==> config.mk <==
export PLATFORM = sky130hd
export DESIGN_NAME = multi_debouncer_flat
export DESIGN_NICKNAME = d
export VERILOG_FILES = /design/src/rtl/multi_debouncer_if.sv /design/src/rtl/multi_debouncer.sv /design/src/flat_wrapper.sv
export SDC_FILE = /design/constraint.sdc
export NUM_CORES = 1
export LEC_CHECK = 0
export CORE_MARGIN = 5
export CORE_UTILIZATION = 35
export DETAILED_ROUTE_END_ITERATION = 16
export HOLD_SLACK_MARGIN = 0.15
export PLACE_DENSITY = 0.48
export SYNTH_ARGS = -nofsm -noshare
export SYNTH_HDL_FRONTEND = slang
export SYNTH_SLANG_ARGS = --single-unit
==> constraint.sdc <==
create_clock -name clk -period 8.57 [get_ports clk]
set_input_delay 1.714 -clock clk [delete_from_list [all_inputs] [get_ports clk]]
set_output_delay 1.714 -clock clk [all_outputs]
set_load 0.01 [all_outputs]
==> src/rtl/multi_debouncer_if.sv <==
// Button-side bundle for multi_debouncer: raw levels in, debounced levels and pulses out.
interface multi_debouncer_if #(
    parameter int N_CH = 4
);
    logic [N_CH-1:0] pb_in;
    logic [N_CH-1:0] pb_state;
    logic [N_CH-1:0] press_pulse;
    logic [N_CH-1:0] release_pulse;
    logic [N_CH-1:0] hold_pulse;

    modport master (
        output pb_in,
        input  pb_state,
        input  press_pulse,
        input  release_pulse,
        input  hold_pulse
    );

    modport slave (
        input  pb_in,
        output pb_state,
        output press_pulse,
        output release_pulse,
        output hold_pulse
    );
endinterface

==> src/rtl/multi_debouncer.sv <==
// N independent push-button debouncers with synchronisers, press/release edge pulses
// and an optional long-hold pulse; every output comes straight from a flop.

module multi_debouncer_checker #(
    parameter int N_CH        = 4,
    parameter int HOLD_CYCLES = 0
) (
    input logic            clk,
    input logic            reset,
    input logic [N_CH-1:0] pb_state,
    input logic [N_CH-1:0] press_pulse,
    input logic [N_CH-1:0] release_pulse,
    input logic [N_CH-1:0] hold_pulse
);
    a_press_release_exclusive: assert property (@(posedge clk) disable iff (reset)
        (press_pulse & release_pulse) == {N_CH{1'b0}});

    a_press_implies_high: assert property (@(posedge clk) disable iff (reset)
        (press_pulse & ~pb_state) == {N_CH{1'b0}});

    a_release_implies_low: assert property (@(posedge clk) disable iff (reset)
        (release_pulse & pb_state) == {N_CH{1'b0}});

    a_hold_implies_high: assert property (@(posedge clk) disable iff (reset)
        (hold_pulse & ~pb_state) == {N_CH{1'b0}});

    a_hold_disabled: assert property (@(posedge clk) disable iff (reset)
        (HOLD_CYCLES != 0) || (hold_pulse == {N_CH{1'b0}}));
endmodule

module multi_debouncer #(
    parameter int N_CH          = 4,
    parameter int STABLE_CYCLES = 1048576,
    parameter int SYNC_STAGES   = 2,
    parameter int HOLD_CYCLES   = 0
) (
    input logic              clk,
    input logic              reset,
    multi_debouncer_if.slave bus
);
    localparam int CNT_W = $clog2(STABLE_CYCLES);
    localparam logic [CNT_W-1:0] CNT_ZERO = CNT_W'(0);
    localparam logic [CNT_W-1:0] CNT_ONE  = CNT_W'(1);
    localparam logic [CNT_W-1:0] CNT_LAST = CNT_W'(STABLE_CYCLES - 1);

    logic [N_CH-1:0] state_v;
    logic [N_CH-1:0] press_v;
    logic [N_CH-1:0] release_v;
    logic [N_CH-1:0] hold_v;

    genvar ch;
    for (ch = 0; ch < N_CH; ch++) begin : g_ch
        logic [SYNC_STAGES-1:0] sync_chain_r;
        logic [CNT_W-1:0]       cnt_r;
        logic                   state_r;
        logic                   press_r;
        logic                   release_r;
        logic                   sync_s;
        logic                   differ_s;
        logic                   accept_s;

        assign sync_s = sync_chain_r[SYNC_STAGES-1];

        // Metastability chain; the MSB is the only stage the debouncer looks at
        always_ff @(posedge clk or posedge reset) begin
            if (reset) begin
                sync_chain_r <= {SYNC_STAGES{1'b0}};
            end else begin
                sync_chain_r <= {sync_chain_r[SYNC_STAGES-2:0], bus.pb_in[ch]};
            end
        end

        // A new level is accepted on the STABLE_CYCLES-th consecutive disagreeing sample
        always_comb begin
            differ_s = 1'b0;
            accept_s = 1'b0;
            if (sync_s != state_r) begin
                differ_s = 1'b1;
                if (cnt_r == CNT_LAST) begin
                    accept_s = 1'b1;
                end else begin
                    accept_s = 1'b0;
                end
            end else begin
                differ_s = 1'b0;
                accept_s = 1'b0;
            end
        end

        // Stability counter, debounced level and edge pulses; any agreeing sample restarts the count
        always_ff @(posedge clk or posedge reset) begin
            if (reset) begin
                cnt_r     <= CNT_ZERO;
                state_r   <= 1'b0;
                press_r   <= 1'b0;
                release_r <= 1'b0;
            end else begin
                if (accept_s) begin
                    cnt_r   <= CNT_ZERO;
                    state_r <= ~state_r;
                end else if (differ_s) begin
                    cnt_r   <= cnt_r + CNT_ONE;
                    state_r <= state_r;
                end else begin
                    cnt_r   <= CNT_ZERO;
                    state_r <= state_r;
                end
                press_r   <= accept_s & ~state_r;
                release_r <= accept_s & state_r;
            end
        end

        if (HOLD_CYCLES > 0) begin : g_hold
            localparam int HOLD_W = $clog2(HOLD_CYCLES + 1);
            localparam logic [HOLD_W-1:0] HOLD_ZERO = HOLD_W'(0);
            localparam logic [HOLD_W-1:0] HOLD_ONE  = HOLD_W'(1);
            localparam logic [HOLD_W-1:0] HOLD_LAST = HOLD_W'(HOLD_CYCLES - 1);
            localparam logic [HOLD_W-1:0] HOLD_SAT  = HOLD_W'(HOLD_CYCLES);

            logic [HOLD_W-1:0] hold_cnt_r;
            logic              hold_r;

            // Hold timer parks at HOLD_SAT so the pulse fires once per press; a release
            // accepted on the threshold edge wins over the hold
            always_ff @(posedge clk or posedge reset) begin
                if (reset) begin
                    hold_cnt_r <= HOLD_ZERO;
                    hold_r     <= 1'b0;
                end else begin
                    if (!state_r) begin
                        hold_cnt_r <= HOLD_ZERO;
                    end else if (hold_cnt_r != HOLD_SAT) begin
                        hold_cnt_r <= hold_cnt_r + HOLD_ONE;
                    end else begin
                        hold_cnt_r <= hold_cnt_r;
                    end
                    hold_r <= state_r & ~accept_s & (hold_cnt_r == HOLD_LAST);
                end
            end

            assign hold_v[ch] = hold_r;
        end else begin : g_no_hold
            assign hold_v[ch] = 1'b0;
        end

        assign state_v[ch]   = state_r;
        assign press_v[ch]   = press_r;
        assign release_v[ch] = release_r;
    end

    assign bus.pb_state      = state_v;
    assign bus.press_pulse   = press_v;
    assign bus.release_pulse = release_v;
    assign bus.hold_pulse    = hold_v;

    multi_debouncer_checker #(
        .N_CH        (N_CH),
        .HOLD_CYCLES (HOLD_CYCLES)
    ) u_checker (
        .clk           (clk),
        .reset         (reset),
        .pb_state      (state_v),
        .press_pulse   (press_v),
        .release_pulse (release_v),
        .hold_pulse    (hold_v)
    );
endmodule

==> src/flat_wrapper.sv <==
// flat-port wrapper written by rule: the top's interface ports become plain ports
module multi_debouncer_flat 
#(
    parameter int N_CH          = 4,
    parameter int STABLE_CYCLES = 1048576,
    parameter int SYNC_STAGES   = 2,
    parameter int HOLD_CYCLES   = 0
)
  (clk, reset, bus_pb_in, bus_pb_state, bus_press_pulse, bus_release_pulse, bus_hold_pulse);
  multi_debouncer_if #(.N_CH(N_CH)) bus_i ();
  input logic clk;
  input logic reset;
  input wire logic [$bits(bus_i.pb_in)-1:0] bus_pb_in;
  output wire logic [$bits(bus_i.pb_state)-1:0] bus_pb_state;
  output wire logic [$bits(bus_i.press_pulse)-1:0] bus_press_pulse;
  output wire logic [$bits(bus_i.release_pulse)-1:0] bus_release_pulse;
  output wire logic [$bits(bus_i.hold_pulse)-1:0] bus_hold_pulse;
  assign bus_i.pb_in = bus_pb_in;
  assign bus_pb_state = bus_i.pb_state;
  assign bus_press_pulse = bus_i.press_pulse;
  assign bus_release_pulse = bus_i.release_pulse;
  assign bus_hold_pulse = bus_i.hold_pulse;
  multi_debouncer #(.N_CH(N_CH), .STABLE_CYCLES(STABLE_CYCLES), .SYNC_STAGES(SYNC_STAGES), .HOLD_CYCLES(HOLD_CYCLES)) u_core (.clk(clk), .reset(reset), .bus(bus_i));
endmodule
== Word-level counts from Yosys, hierarchy flattened ==
Index checks and enable logic that the tools add are counted.

* Register bits: 100
* Latch bits: 0
* RAM bits: 0
* Bits in read-only memories: 0
* Output and inout port bits: 16
* Memories: 0

* Add/subtract/negate cells: 4
* Multipliers: 0
* Divide/modulo/power cells: 0
* Order comparisons: 0
* Equality and inequality tests: 8
* Shift-type cells: 0
* Muxes and demuxes: 20
* Bitwise operators: 12
* Reduce and logical (&&, ||, !) cells: 0

{| class="wikitable"
|+ Operator list
! kind !! count
|-
| $mux 20 || 8
|-
| $add 20x1->20 const B || 4
|-
| $eq 20x20->1 const B || 4
|-
| $mux 1 || 12
|-
| $and 1x1->1 || 8
|-
| $ne 1x1->1 || 4
|-
| $not 1->1 || 4
|}

== Logic depth before layout (Yosys ltp) ==
Gate-level depths: netlist of run 1.

* Depth after elaboration: 4
* Mapped depth: 7

== Worst setup path after synthesis of run 1 ==
No wires, ideal clock.

* Kind: flip-flop to output port
* Start point: register u_core.g_ch[0].state_r
* End point: output bus_pb_state[0]
* Arrival time: 0.578 ns
* Data required time: 6.856 ns
* Setup slack: 6.278 ns
* Cell stages (with the launch flop): 2
* Buffers on the path: 1
* Path through: dfrtp_1 -> buf_4

{| class="wikitable"
|+ RTL lines
! what !! line !! RTL
|-
| start: declaration || multi_debouncer.sv:55 || <nowiki>logic state_r;</nowiki>
|-
| start signal: assignment || multi_debouncer.sv:100 || <nowiki>state_r <= ~state_r;</nowiki>
|-
| start signal: assignment || multi_debouncer.sv:103 || <nowiki>state_r <= state_r;</nowiki>
|-
| start signal: assignment || multi_debouncer.sv:106 || <nowiki>state_r <= state_r;</nowiki>
|-
| end: declaration || flat_wrapper.sv:14 || <nowiki>output wire logic [$bits(bus_i.pb_state)-1:0] bus_pb_state;</nowiki>
|}

No word-level cell between the ends.

== Worst setup path after layout of run 1 ==
* Start point: register u_core.g_ch[1].state_r
* End point: output bus_pb_state[1]

{| class="wikitable"
|+ RTL lines
! what !! line
|-
| start: declaration || multi_debouncer.sv:55
|-
| start signal: assignment || multi_debouncer.sv:100
|-
| start signal: assignment || multi_debouncer.sv:103
|-
| start signal: assignment || multi_debouncer.sv:106
|}

No word-level cell between the ends.

==> results.yml, run 1 <==
worst_setup_path:
  crit_buf_inv: 1
  critPathMaxStageDelay_ns: 0.60
  cp.depth: 1
  setup.worst_path.end: "bus_pb_state[1]"
  rr_endpoint: "u_core.g_ch[1].cnt_r[7]"
  start_kind: "register"
  end_kind: "primary output"
  reg2reg_slack_ns: 6.21
  r2r_cells: 4
  critical_path.slowest_cell: "clkdlybuf4s50_1"
  crit_family: "buffers and inverters"
  reg2reg_from: "u_core.g_ch[1].cnt_r[4]"
  critPathKind: "register to primary output"
  required_ns: 6.86
  startpoint: "u_core.g_ch[1].state_r"
  cp_max_fo: 6
  arrival_ns: 1.43
  path_cells: "clkdlybuf4s50_1"
clock_network:
  cts_sinks: 100
  numCtsBuffers: 9
  post-cts-setup-buffers: 0
  clk_pin_slew_ns: 0.07
  clockBufferDepth: 2
  root_buffer: "clkbuf_16"
  post_cts_resized: 0
  cts_hold_buf: 0
  cts_tree: "yes"
  htree_num_levels: 3
  clk_latency_ns: 0.35
hold_path:
  hp-start: "u_core.g_ch[1].sync_chain_r[0]"
  min_path_type: "register to register"
timing:
  relSlewSlack_pct: 38.1
  report.final.slew_viol_count: 0
  finClkSkew_ns: 0.00810
  hold_violations: 0
  period_needed_ns: 3.14
  final-setup-viol-count: 0
  rsz0062_at_grt: "false"
  fin_setup_tns_ns: 0
  worst_pin_slew_ns: 0.922
  fmax_mhz: 318
  fin_crit_sh_pct: 36.7
pwr:
  ir_drop_mv: 0.113
  power.leakage_nw: 2.11
  total_power_mw: 0.938
  power.density_nw_per_um2: 176
placed_design:
  port_buffers: 17
  dp_hpwl_mm: 5.93
  place_congestion: 0.787
  dp_cells: 646
floorplanning:
  die_w_um: 126
  num_rows: 42
  initial_utilization_pct: 35.7
  die_area_sq_um: 15900
  core_sq_um: 13200
  io_pins: 22
  fp.dieH_um: 126
layout:
  num_antenna_cells: 0
  drive_above_1_share_pct: 6.17
  area_growth_pct: 12.6
  fillCellCount: 1322
  finalNetCount: 491
  fin_cells: 662
yosys:
  yosysUniqueCellTypes: 42
  synthesis.instances: 471
  avgSynthCellArea_sq_um: 10.0
  yosys_warnings: 0
  syn_area_sq_um: 4730
  yosysSeqAreaShare_pct: 52.9
  postSynthRegisterBits: 100
drt:
  firstDrtPassIters: 4
  routed_wl_mm: 8.72
  remaining_drc_errors: 0
  first_iter_violations: 228
  vias: 3266
  wl_per_cell_um: 13.2
  antenna_left: 0
  vias_per_cell: 4.93
global_routing:
  grt_antenna_before_repair: 0
  grt_pass1_vias: 3239
  grt_pass1_wl_mm: 15.4
  grt_max_degree: 56
  grt_use_total_pct: 11.8
  grt_overflow: 0
status:
  status: "completed"
job:
  maxCapViolations: 0
==> state kept, by name, indices dropped and copies added, names as in the netlist <==
| name | count |
|---|---|
| u_core.g_ch.press_r | 4 |
| u_core.g_ch.release_r | 4 |
| u_core.g_ch.state_r | 4 |
| u_core.g_ch.sync_chain_r | 8 |
| u_core.g_ch.cnt_r | 80 |
==> placed cells by master, fill, tap and decap left out, types with 2 or more instances in the layout <==
cell type,count
clkbuf_16,9
or3_1,25
nor4_1,8
and2_1,3
dfrtp_1,100
xor2_1,23
nand4_1,20
and4_1,8
and3_1,8
buf_4,4
xnor2_1,35
or4_1,3
ha_1,4
a31o_2,2
nor2_1,65
nand2_1,24
clkdlybuf4s50_1,17
nor3_1,14
conb_1,4
o41ai_1,2
nand3_1,27
nor3b_1,2
a21oi_1,16
a31oi_1,4
or3b_2,2
o211ai_1,3
inv_6,3
o21ai_0,20
inv_1,12
==> per-stage QoR <==
step	hold slack, ns	util (%)	instance area [sq um]	setup WS, ns
finish	0.349	40.2	5320	5.43
global route	0.357	40.2	5320	5.37
CTS	0.351	40.2	5320	5.41
detailed placement	0.335	37.8	5010	5.18
global placement	0.333	37.8	5010	5.18
floorplan	0.331	-	4740	4.24
==> cells by family (layout without fill, tap and decap cells) <==
| group | after synthesis | count (layout) | share of synthesized area (%) |
|---|---|---|---|
| adder cells (fa/ha/maj) | 4 | 4 | 1.06 |
| XOR/XNOR | 58 | 58 | 10.7 |
| other | 1 | 4 | 0.0793 |
| AND/OR/NAND/NOR | 215 | 215 | 23.7 |
| flip-flops | 100 | 100 | 52.9 |
| AO/OA/AOI/OAI | 53 | 53 | 6.59 |
| multiplexers | 2 | 2 | 0.529 |
| buffers and inverters | 38 | 50 | 4.34 |
==> area by class of cell <==
type,count,area [sq um],area share [%]
clock buffer,9,225,4.23
tap,176,220,4.14
clock inverter,7,92.6,1.74
sequential,100,2500,47.0
inverter,13,51.3,0.964
timing repair buffer,21,200,3.76
multi-input combinational,336,2030,38.2
==> metal layers <==
| layer | vias up | global-route usage (%) | part of all wire [%] |
|---|---|---|---|
| met5 | - | 0 | 0 |
| met4 | 0 | 4.48 | 1.3 |
| met3 | 10 | 2.92 | 3.5 |
| met2 | 46 | 18.1 | 44 |
| met1 | 1554 | 16.2 | 51 |
| li1 | 1656 | - | - |
==> Yosys cell counts, drive strengths merged <==
library cell | number | area, sq um
a211oi | 1 | 7.51
a21boi | 1 | 7.51
a21oi | 16 | 80.1
a311oi | 1 | 8.76
a31o | 2 | 17.5
a31oi | 4 | 25.0
and2 | 4 | 25.0
and3 | 8 | 50.1
and4 | 8 | 70.1
buf | 18 | 130
clkbuf | 7 | 26.3
conb | 1 | 3.75
dfrtp | 100 | 2500
ha | 4 | 50.1
inv | 13 | 48.8
mux2 | 1 | 15.0
mux2i | 1 | 10.0
nand2 | 24 | 90.1
nand3 | 28 | 153
nand4 | 20 | 125
nor2 | 65 | 244
nor2b | 1 | 6.26
nor3 | 14 | 70.1
nor3b | 2 | 15.0
nor4 | 8 | 50.1
nor4bb | 1 | 10.0
o211ai | 3 | 22.5
o21ai | 21 | 105
o31ai | 2 | 20.0
o41ai | 2 | 17.5
or2 | 1 | 6.26
or3 | 25 | 156
or3b | 2 | 17.5
or4 | 4 | 33.8
xnor2 | 35 | 307
xor2 | 23 | 201
==> power breakdown <==
part           internal (mW)  leakage, nW  total [mW]  switching [mW]
combinational        0.00910        0.583      0.0300          0.0209
clock                  0.235        0.156       0.424           0.190
sequential             0.478         1.37       0.484         0.00585
==> worst min path at each step <==
stage | end | slack, ns | depth (start not counted)
2_1_floorplan | u_core.g_ch[0].sync_chain_r[1] | 0.33 | 0
3_3_place_gp | u_core.g_ch[1].sync_chain_r[1] | 0.33 | 0
3_5_place_dp | u_core.g_ch[1].sync_chain_r[1] | 0.33 | 0
4_1_cts | u_core.g_ch[1].sync_chain_r[1] | 0.35 | 0
5_1_grt | u_core.g_ch[1].sync_chain_r[1] | 0.36 | 0
6_report | u_core.g_ch[1].sync_chain_r[1] | 0.35 | 0
No activity file was read; power rests on OpenSTA's default activity.
==> run 2, diff against run 1 <==
==> constraint.sdc (replaced) <==
create_clock -name clk -period 3.2 [get_ports clk]
set_input_delay 0.64 -clock clk [delete_from_list [all_inputs] [get_ports clk]]
set_output_delay 0.64 -clock clk [all_outputs]
set_load 0.01 [all_outputs]
==> run 2 against run 1 <==
Clock power rose to 2.5 times the previous value; die area unchanged; final cell count unchanged; count of clock-buffer cells in the layout up 3; sequential power rose to 2.7 times the previous value; non-clock buffer count up 2; final area about the same; critical path depth up 3; worst setup slack worse by 4.5 ns; critical endpoint is now u_core.g_ch[1].cnt_r[5]; clock skew down 0.0027 ns; largest power group unchanged.
==> results.yml, run 2 (synthesis gave the netlist of run 1 again) <==
timing:
  hold_violations: 0
  fin_crit_sh_pct: 71.4
  final-setup-viol-count: 0
  relSlewSlack_pct: 38.9
  rsz0062_at_grt: "false"
  worst_pin_slew_ns: 0.911
  fin_setup_tns_ns: 0
  report.final.slew_viol_count: 0
  finClkSkew_ns: 0.00542
  timing.hold.ws_ns: 0.348
  period_needed_ns: 2.29
  layout_setup_ws_ns: 0.915
  fmax_mhz: 438
worst_setup_path:
  critPathMaxStageDelay_ns: 0.66
  start_kind: "register"
  cp_max_fo: 12
  critPathKind: "register to register"
  crit_family: "simple AND/OR/NAND/NOR gates"
  path_cells: "nand4_1 -> or4_1 -> o21ai_1 -> nor2_1"
  required_ns: 3.40
  critical_path.slowest_cell: "or4_1"
  end_kind: "register"
  arrival_ns: 2.48
  crit_buf_inv: 0
status:
  status: "completed"
floorplanning:
  num_rows: 42
  initial_utilization_pct: 35.7
  io_pins: 22
  fp.dieH_um: 126
  die_w_um: 126
  core_sq_um: 13200
  die_area_sq_um: 15900
layout:
  final_cell_mix: "100 x dfrtp_1, 65 x nor2_1, 35 x xnor2_1"
  area_growth_pct: 12.6
  register_area_sq_um: 2500
  largest_registers: "u_core.g_ch.cnt_r (80), u_core.g_ch.sync_chain_r (8)"
  num_antenna_cells: 0
  finalNetCount: 493
  top_register: "u_core.g_ch.cnt_r"
  final_common_cell: "dfrtp_1"
  final_util_pct: 40.2
  largest_reg_flops: 80
  fillCellCount: 1284
  drive_above_1_share_pct: 5.97
  multi_input_area_sq_um: 2030
drt:
  vias_per_cell: 4.87
  vias: 3224
  wl_per_cell_um: 13.0
  antenna_left: 0
  routed_wl_mm: 8.61
  first_iter_violations: 147
  firstDrtPassIters: 4
  remaining_drc_errors: 0
placed_design:
  dp_hpwl_mm: 5.94
  place_ws_ns: 0.908
  port_buffers: 17
  place_congestion: 0.800
pwr:
  power.density_nw_per_um2: 462
  seq_power_share_pct: 52.6
  p_int_mw: 1.95
  power_frac_clock_pct: 43.9
  comb_power_share_pct: 3.4
  ir_drop_mv: 0.321
  switching_share_pct: 20.9
  power.leakage_nw: 2.11
  switchingPower_mw: 0.515
global_routing:
  grt_pass1_wl_mm: 15.1
  grt_max_degree: 38
  grt_use_total_pct: 11.6
  grt_overflow: 0
  grt_pass1_vias: 3187
  grt_antenna_before_repair: 0
clock_network:
  clk_pin_slew_ns: 0.06
  cts_sinks: 100
  root_buffer: "clkbuf_16"
  numCtsBuffers: 9
  cts_tree: "yes"
  htree_num_levels: 3
  cts_hold_buf: 0
  post-cts-setup-buffers: 0
  clockBufferDepth: 2
  post_cts_resized: 0
  clk_latency_ns: 0.34
job:
  maxCapViolations: 0
hold_path:
  min_path_type: "register to register"
[run 2: worst paths after layout]
kind | startpoint | to | slack [ns] | cells past startpoint
hold reg to reg | u_core.g_ch[0].sync_chain_r[0] | u_core.g_ch[0].sync_chain_r[1] | 0.35 | 0
max in group asynchronous | reset | u_core.g_ch[0].cnt_r[0] | 1.86 | 3
hold / removal | u_core.g_ch[0].sync_chain_r[0] | u_core.g_ch[0].sync_chain_r[1] | 0.35 | 0
min in group asynchronous | reset | u_core.g_ch[1].press_r | 0.69 | 2
setup / recovery | u_core.g_ch[1].cnt_r[4] | u_core.g_ch[1].cnt_r[5] | 0.91 | 4
setup reg to reg | u_core.g_ch[1].cnt_r[4] | u_core.g_ch[1].cnt_r[5] | 0.91 | 4
[run 2: through the flow]
step / cell area, sq um / instances / power (mW)
finish: 5330 / 662 / 2.46
global route: 5330 / 662 / 2.57
CTS: 5330 / 662 / 2.51
detailed placement: 5030 / 648 / 1.41
global placement: 5030 / 648 / 1.41
floorplan: 4740 / 474 / 1.38
[run 2: layer usage]
layer / up-vias / share of wire [%] / GRT usage (%) / wire (um)
li1: 1652 / - / - / -
met1: 1527 / 50 / 15.4 / 4330
met2: 33 / 44 / 17.9 / 3810
met3: 12 / 3.9 / 3.56 / 336
met4: 0 / 1.6 / 4.29 / 139
met5: - / 0 / 0 / 0
[run 2: power groups by stage]
stage                     sequential [mW]  combinational [mW]  clock [mW]
after floorplan                      1.32              0.0590           0
after global placement               1.32              0.0869           0
after detailed placement             1.32              0.0874           0
after CTS                            1.30              0.0882        1.13
after global routing                 1.30              0.0985        1.17
final                                1.30              0.0841        1.08
[run 2: worst reg2reg max path, cell delays in order (launching register included)]
cell and delay [ns]:
dfrtp_1 0.41, nand4_1 0.36, or4_1 0.66, o21ai_1 0.60, nor2_1 0.12
[run 2: cell type report]
type | count | share of cell area (%)
clock inverters | 2 | 0.658
flip-flops and latches | 100 | 47.0
well taps | 176 | 4.13
clock buffers | 12 | 4.82
multi-input cells | 336 | 38.1
repair buffers | 23 | 4.28
inverters | 13 | 0.987
==> run 3, diff against run 2 <==
==> constraint.sdc (replaced) <==
create_clock -name clk -period 2.4 [get_ports clk]
set_input_delay 0.48 -clock clk [delete_from_list [all_inputs] [get_ports clk]]
set_output_delay 0.48 -clock clk [all_outputs]
set_load 0.01 [all_outputs]
==> run 3 against run 2 <==
Global-route usage grew 0.55 points; register-to-register slack lost 0.76 ns; final area grew 1.6%; count of clock-buffer cells in the layout grew 2; wire length grew 2.6%; via count grew 3.5%; clock skew grew 0.0021 ns; maximum frequency grew 1.7%; core utilization grew 0.66 points; worst setup slack lost 0.76 ns; worst hold slack lost 0.0013 ns; sequential power grew 33%; critical endpoint is now u_core.g_ch[3].state_r; highest routed layer unchanged.
==> results.yml, run 3 (synthesis gave the netlist of run 1 again) <==
status:
  status: "completed"
floorplanning:
  die_area_sq_um: 15900
  die_w_um: 126
  fp.dieH_um: 126
  num_rows: 42
  core_sq_um: 13200
  initial_utilization_pct: 35.7
  io_pins: 22
timing:
  layout_setup_ws_ns: 0.153
  report.final.slew_viol_count: 0
  fin_crit_sh_pct: 93.6
  relSlewSlack_pct: 51.6
  fin_setup_tns_ns: 0
  period_needed_ns: 2.25
  fmax_mhz: 445
  rsz0062_at_grt: "false"
  finClkSkew_ns: 0.00752
  final-setup-viol-count: 0
  hold_violations: 0
  worst_pin_slew_ns: 0.721
drt:
  remaining_drc_errors: 0
  routed_wl_mm: 8.84
  antenna_left: 0
  firstDrtPassIters: 5
  vias: 3336
  first_iter_violations: 187
  vias_per_cell: 4.99
  wl_per_cell_um: 13.2
worst_setup_path:
  arrival_ns: 2.47
  end_kind: "register"
  cp_max_fo: 6
  critPathMaxStageDelay_ns: 0.56
  path_cells: "ha_1 -> nand3_1 -> or3_4 -> or4_4 -> mux2_4"
  required_ns: 2.63
  critical_path.slowest_cell: "or4_4"
  reg2reg_slack_ns: 0.15
  critPathKind: "register to register"
  start_kind: "register"
placed_design:
  port_buffers: 17
  place_area_sq_um: 5100
  dp_hpwl_mm: 6.17
  place_congestion: 0.796
  place_ws_ns: 0.138
layout:
  top_register: "u_core.g_ch.cnt_r"
  design_area_sq_um: 5410
  fillCellCount: 1336
  area_growth_pct: 14.5
  final_common_cell: "dfrtp_1"
  largest_reg_flops: 80
  drive_above_1_share_pct: 7.30
  num_antenna_cells: 0
  final_cell_mix: "100 x dfrtp_1, 65 x nor2_1, 35 x xnor2_1"
  final_util_pct: 40.9
  largest_registers: "u_core.g_ch.cnt_r (80), u_core.g_ch.sync_chain_r (8)"
  finalNetCount: 499
pwr:
  switchingPower_mw: 0.698
  p_int_mw: 2.64
  power_frac_clock_pct: 44.6
  power.density_nw_per_um2: 617
  comb_power_share_pct: 3.6
  seq_power_share_pct: 51.8
  total_power_mw: 3.34
  power.leakage_nw: 2.15
  ir_drop_mv: 0.425
  switching_share_pct: 20.9
job:
  maxCapViolations: 0
clock_network:
  clk_latency_ns: 0.35
  cts_tree: "yes"
  cts_sinks: 100
  htree_num_levels: 3
  clockBufferDepth: 2
  clk_pin_slew_ns: 0.07
  numCtsBuffers: 9
  root_buffer: "clkbuf_16"
  post-cts-setup-buffers: 0
  cts_hold_buf: 0
  post_cts_resized: 0
global_routing:
  grt_pass1_vias: 3376
  grt_overflow: 0
  grt_max_degree: 30
  grt_pass1_wl_mm: 16.0
  grt_use_total_pct: 12.2
  grt_antenna_before_repair: 0
hold_path:
  min_path_type: "register to register"
run 3: layout make-up:
class	instances	area, sq um	area share, %
flip-flops and latches	100	2500	46.2
multi-input cells	336	2040	37.6
repair buffers	29	298	5.50
clock buffers	14	274	5.06
well taps	176	220	4.07
inverters	13	52.6	0.971
clock inverters	1	30.0	0.555
run 3: power by group through the flow:
stage               combinational (mW)  sequential (mW)  clock [mW]
global placement                 0.125             1.76           0
floorplan                       0.0786             1.76           0
detailed placement               0.125             1.76           0
finish                           0.120             1.73        1.49
CTS                              0.126             1.73        1.56
global route                     0.142             1.73        1.63
run 3: worst max-delay path: cells and delay by family (launching register included):
kind,cells,cell delay (ns)
flip-flops,1,0.39
adder cells (fa/ha/maj),1,0.23
multiplexers,1,0.31
AND/OR/NAND/NOR,3,1.20
run 3: metal layers:
metal  GRT usage, %  wire length (um)  vias up
li1               -                 -     1668
met1           15.8              4310     1616
met2           19.2              4090       40
met3           4.28               311       12
met4           3.91               128        0
met5              0                 0        -
run 3: metrics by stage:
step / instances / hold WS (ns)
finish: 669 / 0.346
global route: 669 / 0.356
CTS: 669 / 0.349
detailed placement: 654 / 0.336
global placement: 654 / 0.333
floorplan: 474 / 0.331
run 3: worst paths after layout:
kind	end	from	cells after the start
worst max-delay path	u_core.g_ch[3].state_r	u_core.g_ch[3].cnt_r[0]	5
min in group asynchronous	u_core.g_ch[3].cnt_r[11]	reset	2
worst min-delay path	u_core.g_ch[3].sync_chain_r[1]	u_core.g_ch[3].sync_chain_r[0]	0
max in group asynchronous	u_core.g_ch[2].cnt_r[13]	reset	3
worst min register to register	u_core.g_ch[3].sync_chain_r[1]	u_core.g_ch[3].sync_chain_r[0]	0
worst max register to register	u_core.g_ch[3].state_r	u_core.g_ch[3].cnt_r[0]	5
==> edit 1: new RTL, config.mk and constraints of run 2 <==
`N_CH` is set to 4 in 4 places; all go to 5.
--- a/src/rtl/multi_debouncer_if.sv
+++ b/src/rtl/multi_debouncer_if.sv
@@ -1,6 +1,6 @@
 // Button-side bundle for multi_debouncer: raw levels in, debounced levels and pulses out.
 interface multi_debouncer_if #(
-    parameter int N_CH = 4
+    parameter int N_CH = 5
 );
     logic [N_CH-1:0] pb_in;
     logic [N_CH-1:0] pb_state;
--- a/src/rtl/multi_debouncer.sv
+++ b/src/rtl/multi_debouncer.sv
@@ -2,7 +2,7 @@
 // and an optional long-hold pulse; every output comes straight from a flop.
 
 module multi_debouncer_checker #(
-    parameter int N_CH        = 4,
+    parameter int N_CH        = 5,
     parameter int HOLD_CYCLES = 0
 ) (
     input logic            clk,
@@ -29,7 +29,7 @@
 endmodule
 
 module multi_debouncer #(
-    parameter int N_CH          = 4,
+    parameter int N_CH          = 5,
     parameter int STABLE_CYCLES = 1048576,
     parameter int SYNC_STAGES   = 2,
     parameter int HOLD_CYCLES   = 0
--- a/src/flat_wrapper.sv
+++ b/src/flat_wrapper.sv
@@ -1,7 +1,7 @@
 // flat-port wrapper written by rule: the top's interface ports become plain ports
 module multi_debouncer_flat 
 #(
-    parameter int N_CH          = 4,
+    parameter int N_CH          = 5,
     parameter int STABLE_CYCLES = 1048576,
     parameter int SYNC_STAGES   = 2,
     parameter int HOLD_CYCLES   = 0
Interface: changed (5 resized); port bits go from 22 to 27. No check against the original RTL was run, so the function may have changed too.
==> edit 1 against run 2 <==
  * Critical endpoint is now bus_pb_state[0]
  * Routed wire length rose by 26%
  * Worst setup slack improved by 0.19 ns
  * Maximum frequency increased by 9.1%
  * Design area increased by 28%
  * Global-route usage rose by 0.23 points
  * Synthesized area grew 24%
  * Core utilization rose by 1.2 points
  * Total power grew 50%
  * Sequential cell count increased by 25
  * Clock skew up 0.0014 ns
  * Non-clock buffer count is 3 higher
  * Synthesized cell count increased by 24%
==> edit 1: results (changes against run 2) <==
routing:
  viasPerCell: 4.97  # +2.1%
  firstDrtPassIters: 4  # unchanged
  wl_um: 10900  # +26%
  drt_iter0_markers: 175  # +19%
final_layout:
  drive_gt1_share_pct: 7.69  # +1.7 points
  top_regs: "u_core.g_ch.cnt_r: 100 flops, u_core.g_ch.sync_chain_r: 10 flops"
  fin_nets: 610  # +24%
  fillers: 1589  # +24%
worst_setup_path:
  regToRegEndpoint: "u_core.g_ch[0].cnt_r[3]"
  max_stage_delay_ns: 0.59  # -0.07 ns
  critical-path-top-delay-family: "buffers and inverters"
  r2r_slack_ns: 1.12  # +0.21 ns
  rr_worst_depth: 5  # +1
  slowest_stage: "clkdlybuf4s50_1"
  r2r_start: "u_core.g_ch[0].cnt_r[0]"
  crit_fanout: 6  # -6
logic_synthesis:
  synth.distinct_cells: 41  # -2.4%
  synth_area_leaders: "dfrtp_1 (53%), xnor2_1 (7.1%), nor2_1 (5.3%)"
  synth_compound_area_share_pct: 5.42  # -1.2 points
  seq_area_frac_synth_pct: 53.2  # +0.23 points
  synthTopCellsByCount: "dfrtp_1 (125), nor2_1 (83), xnor2_1 (48), nand3_1 (36), nand4_1 (29)"
  synth_top_family_by_area: "simple AND/OR/NAND/NOR gates"
cts:
  cts_max_level: 4  # +1
  cts_buffers: 17  # +8
  clockBufferDepth: 2  # unchanged
  worstSkewPairLatency_ns: 0.41  # +0.07 ns
grt:
  grt_pass1_wl_um: 19200  # +27%
  grt_pass1_vias: 4084  # +28%
  grt_usage_pct: 11.8  # +0.23 points
  grt_start_max_net_pins: 66  # +74%
min_path:
  min_from: "u_core.g_ch[1].sync_chain_r[0]"
  holdPathEnd: "u_core.g_ch[1].sync_chain_r[1]"
timing:
  worst_pin_slew_ns: 0.812  # -0.0988 ns
placement:
  place_congestion: 0.781  # -2.4%
  dpl.hpwl_um: 7080  # +19%
run_status:
  outcome: "finished clean"
power_and_ir_drop:
  peakVddDrop_mv: 0.426  # +32%
  switching_power_uw: 738  # +43%
[edit 1: cell count changes in the layout (fill, tap and decap cells not counted), sizes merged, moves of 5 or more]
| cell | run 2 | this run |
|---|---|---|
| a21oi | 16 | 21 |
| clkbuf | 12 | 26 |
| dfrtp | 100 | 125 |
| nand3 | 28 | 36 |
| nand4 | 20 | 32 |
| nor2 | 65 | 83 |
| nor3b | 2 | 8 |
| nor4 | 8 | 16 |
| xnor2 | 35 | 48 |
[edit 1: worst reg2reg max path, delay by kind of cell (launching register included)]
| family | cells | cell delay, ns |
|---|---|---|
| AOI/OAI and AO/OA | 1 | 0.67 |
| adders and majority gates | 1 | 0.24 |
| DFF | 1 | 0.39 |
| and+or+nand+nor | 3 | 0.63 |
[edit 1: layer usage]
metal | global-route usage, % | vias up | part of all wire [%]
met4 | 3.67 | 0 | 0.58
met1 | 15.7 | 2027 | 49
met2 | 18.5 | 51 | 47
met3 | 3.98 | 4 | 3.5
li1 | - | 2050 | -
met5 | 0 | - | 0
[edit 1: layout make-up]
class                      instances  area share (%)
clock inverter                     6            1.54
sequential                       125            45.7
inverter                          16           0.933
timing repair buffer              26            3.81
clock buffer                      26            7.45
multi-input combinational        412            36.5
tap                              220            4.03
[edit 1: power groups by stage]
stage | combinational (µW) | clock, µW | sequential, µW
after floorplan | 75.7 | 0 | 1650
after global placement | 107 | 0 | 1650
after detailed placement | 108 | 0 | 1650
after CTS | 109 | 2040 | 1620
after global routing | 123 | 2110 | 1630
final | 103 | 1970 | 1620
[edit 1: per-stage QoR]
stage          utilization, %  power (µW)  cells  cell area, µm²  hold WS (ns)
3_5_place_dp             37.7        1760    799            6220         0.337
6_report                 41.4        3700    831            6840         0.349
5_1_grt                  41.4        3860    831            6840         0.355
3_3_place_gp             37.7        1760    799            6220         0.334
4_1_cts                  41.4        3770    831            6840         0.349
2_1_floorplan               -        1720    586            5900         0.331
[edit 1: how the worst max path moves through the flow]
| stage | startpoint | endpoint | slack, ns | cells after the start |
|---|---|---|---|---|
| floorplan | reset | u_core.g_ch[0].cnt_r[0] | 1.02 | 1 |
| CTS | u_core.g_ch[0].state_r | bus_pb_state[0] | 1.07 | 1 |
| global route | u_core.g_ch[0].cnt_r[0] | u_core.g_ch[0].cnt_r[4] | 0.89 | 5 |
| finish | u_core.g_ch[0].state_r | bus_pb_state[0] | 1.11 | 1 |
| global placement | u_core.g_ch[2].cnt_r[0] | u_core.g_ch[2].cnt_r[16] | 1.19 | 6 |
| detailed placement | u_core.g_ch[0].cnt_r[0] | u_core.g_ch[0].cnt_r[9] | 1.11 | 5 |
==> edit 2: new RTL, config.mk and constraints of run 2 <==
Without the edit above. Make the reset (`reset`) synchronous in 3 clocked blocks.
--- a/src/rtl/multi_debouncer.sv
+++ b/src/rtl/multi_debouncer.sv
@@ -62,7 +62,7 @@
         assign sync_s = sync_chain_r[SYNC_STAGES-1];
 
         // Metastability chain; the MSB is the only stage the debouncer looks at
-        always_ff @(posedge clk or posedge reset) begin
+        always_ff @(posedge clk) begin
             if (reset) begin
                 sync_chain_r <= {SYNC_STAGES{1'b0}};
             end else begin
@@ -88,7 +88,7 @@
         end
 
         // Stability counter, debounced level and edge pulses; any agreeing sample restarts the count
-        always_ff @(posedge clk or posedge reset) begin
+        always_ff @(posedge clk) begin
             if (reset) begin
                 cnt_r     <= CNT_ZERO;
                 state_r   <= 1'b0;
@@ -122,7 +122,7 @@
 
             // Hold timer parks at HOLD_SAT so the pulse fires once per press; a release
             // accepted on the threshold edge wins over the hold
-            always_ff @(posedge clk or posedge reset) begin
+            always_ff @(posedge clk) begin
                 if (reset) begin
                     hold_cnt_r <= HOLD_ZERO;
                     hold_r     <= 1'b0;
Check against the original RTL: no difference found for any inputs over 10 cycles, from zero or initial values and one cycle with reset high; that may be too few to reach the edited logic, so the function may still have changed.
==> edit 2 against run 2 <==
  * Final cell count rose by 1.5%
  * Count of clock-buffer cells in the layout rose by 2
  * Sequential cell count did not move
  * Routed wire length fell by 2.9%
  * Synthesized area fell by 6.6%
  * Worst setup slack improved by 0.038 ns
  * Clock skew barely moved
  * Core utilization fell by 0.78 points
  * Design area fell by 7.3%
  * Global-route usage rose by 0.33 points
  * Critical path type unchanged
  * Largest cell class is now multi-input gates
Power is not compared: it rests on default switching activity, and its combinational part moved more than twofold at a synthesized area within 25%.
==> edit 2: results (changes against run 2) <==
logic_synthesis:
  synthTopCellsByCount: "dfxtp_1 (100), nor2_1 (54), nand2_1 (33), nand3_1 (30)"
  synth.distinct_cells: 50  # +19%
  async_flop_share_pct: 0  # -100 points
  synth_fa_ha_area_share_pct: 1.13  # +0.075 points
  seq_area_frac_synth_pct: 45.3  # -7.6 points
final_layout:
  seq_area_share_pct: 40.5  # -6.4 points
  fillers: 1322  # +3.0%
  clkbuf_count: 14  # +2
  fin_nets: 506  # +2.6%
  clk_share_pct: 5.85  # +0.38 points
  non_clock_buffer_area_share_pct: 4.05  # -0.22 points
  multi_input_cells: 354  # +5.4%
  final_cells: 672  # +1.5%
  num-nonclk-inverters: 10  # -3
routing:
  drt_iter0_markers: 163  # +11%
  route.met2.wl_um: 3610  # -5.3%
  wl_um: 8360  # -2.9%
  wl_met3_um: 230  # -32%
worst_setup_path:
  r2r_slack_ns: 0.95  # +0.04 ns
  max_stage_delay_ns: 0.55  # -0.11 ns
  crit_arrival_ns: 2.45  # -0.03 ns
  rr_worst_depth: 5  # +1
grt:
  grt_start_max_net_pins: 18  # -53%
  grt_pass1_vias: 3109  # -2.4%
placement:
  place_congestion: 0.738  # -7.7%
  place_area_um2: 4650  # -7.7%
run_status:
  outcome: "finished clean"
min_path:
  min_from: "u_core.g_ch[2].sync_chain_r[0]"
[edit 2: worst min-delay path by stage]
| stage | end | slack (ns) | depth (start not counted) |
|---|---|---|---|
| 2_1_floorplan | u_core.g_ch[0].sync_chain_r[1] | 0.41 | 1 |
| 5_1_grt | u_core.g_ch[1].sync_chain_r[1] | 0.46 | 1 |
| 3_5_place_dp | u_core.g_ch[3].sync_chain_r[1] | 0.43 | 1 |
| 3_3_place_gp | u_core.g_ch[2].sync_chain_r[1] | 0.42 | 1 |
| 4_1_cts | u_core.g_ch[3].sync_chain_r[1] | 0.44 | 1 |
| 6_report | u_core.g_ch[2].sync_chain_r[1] | 0.44 | 1 |
[edit 2: metrics by stage]
stage	hold WS [ns]	setup WS [ns]	power, µW
floorplan	0.414	1.34	1310
global placement	0.418	0.870	1320
detailed placement	0.428	0.892	1320
CTS	0.444	0.924	2390
global route	0.464	0.784	2440
finish	0.439	0.952	2350
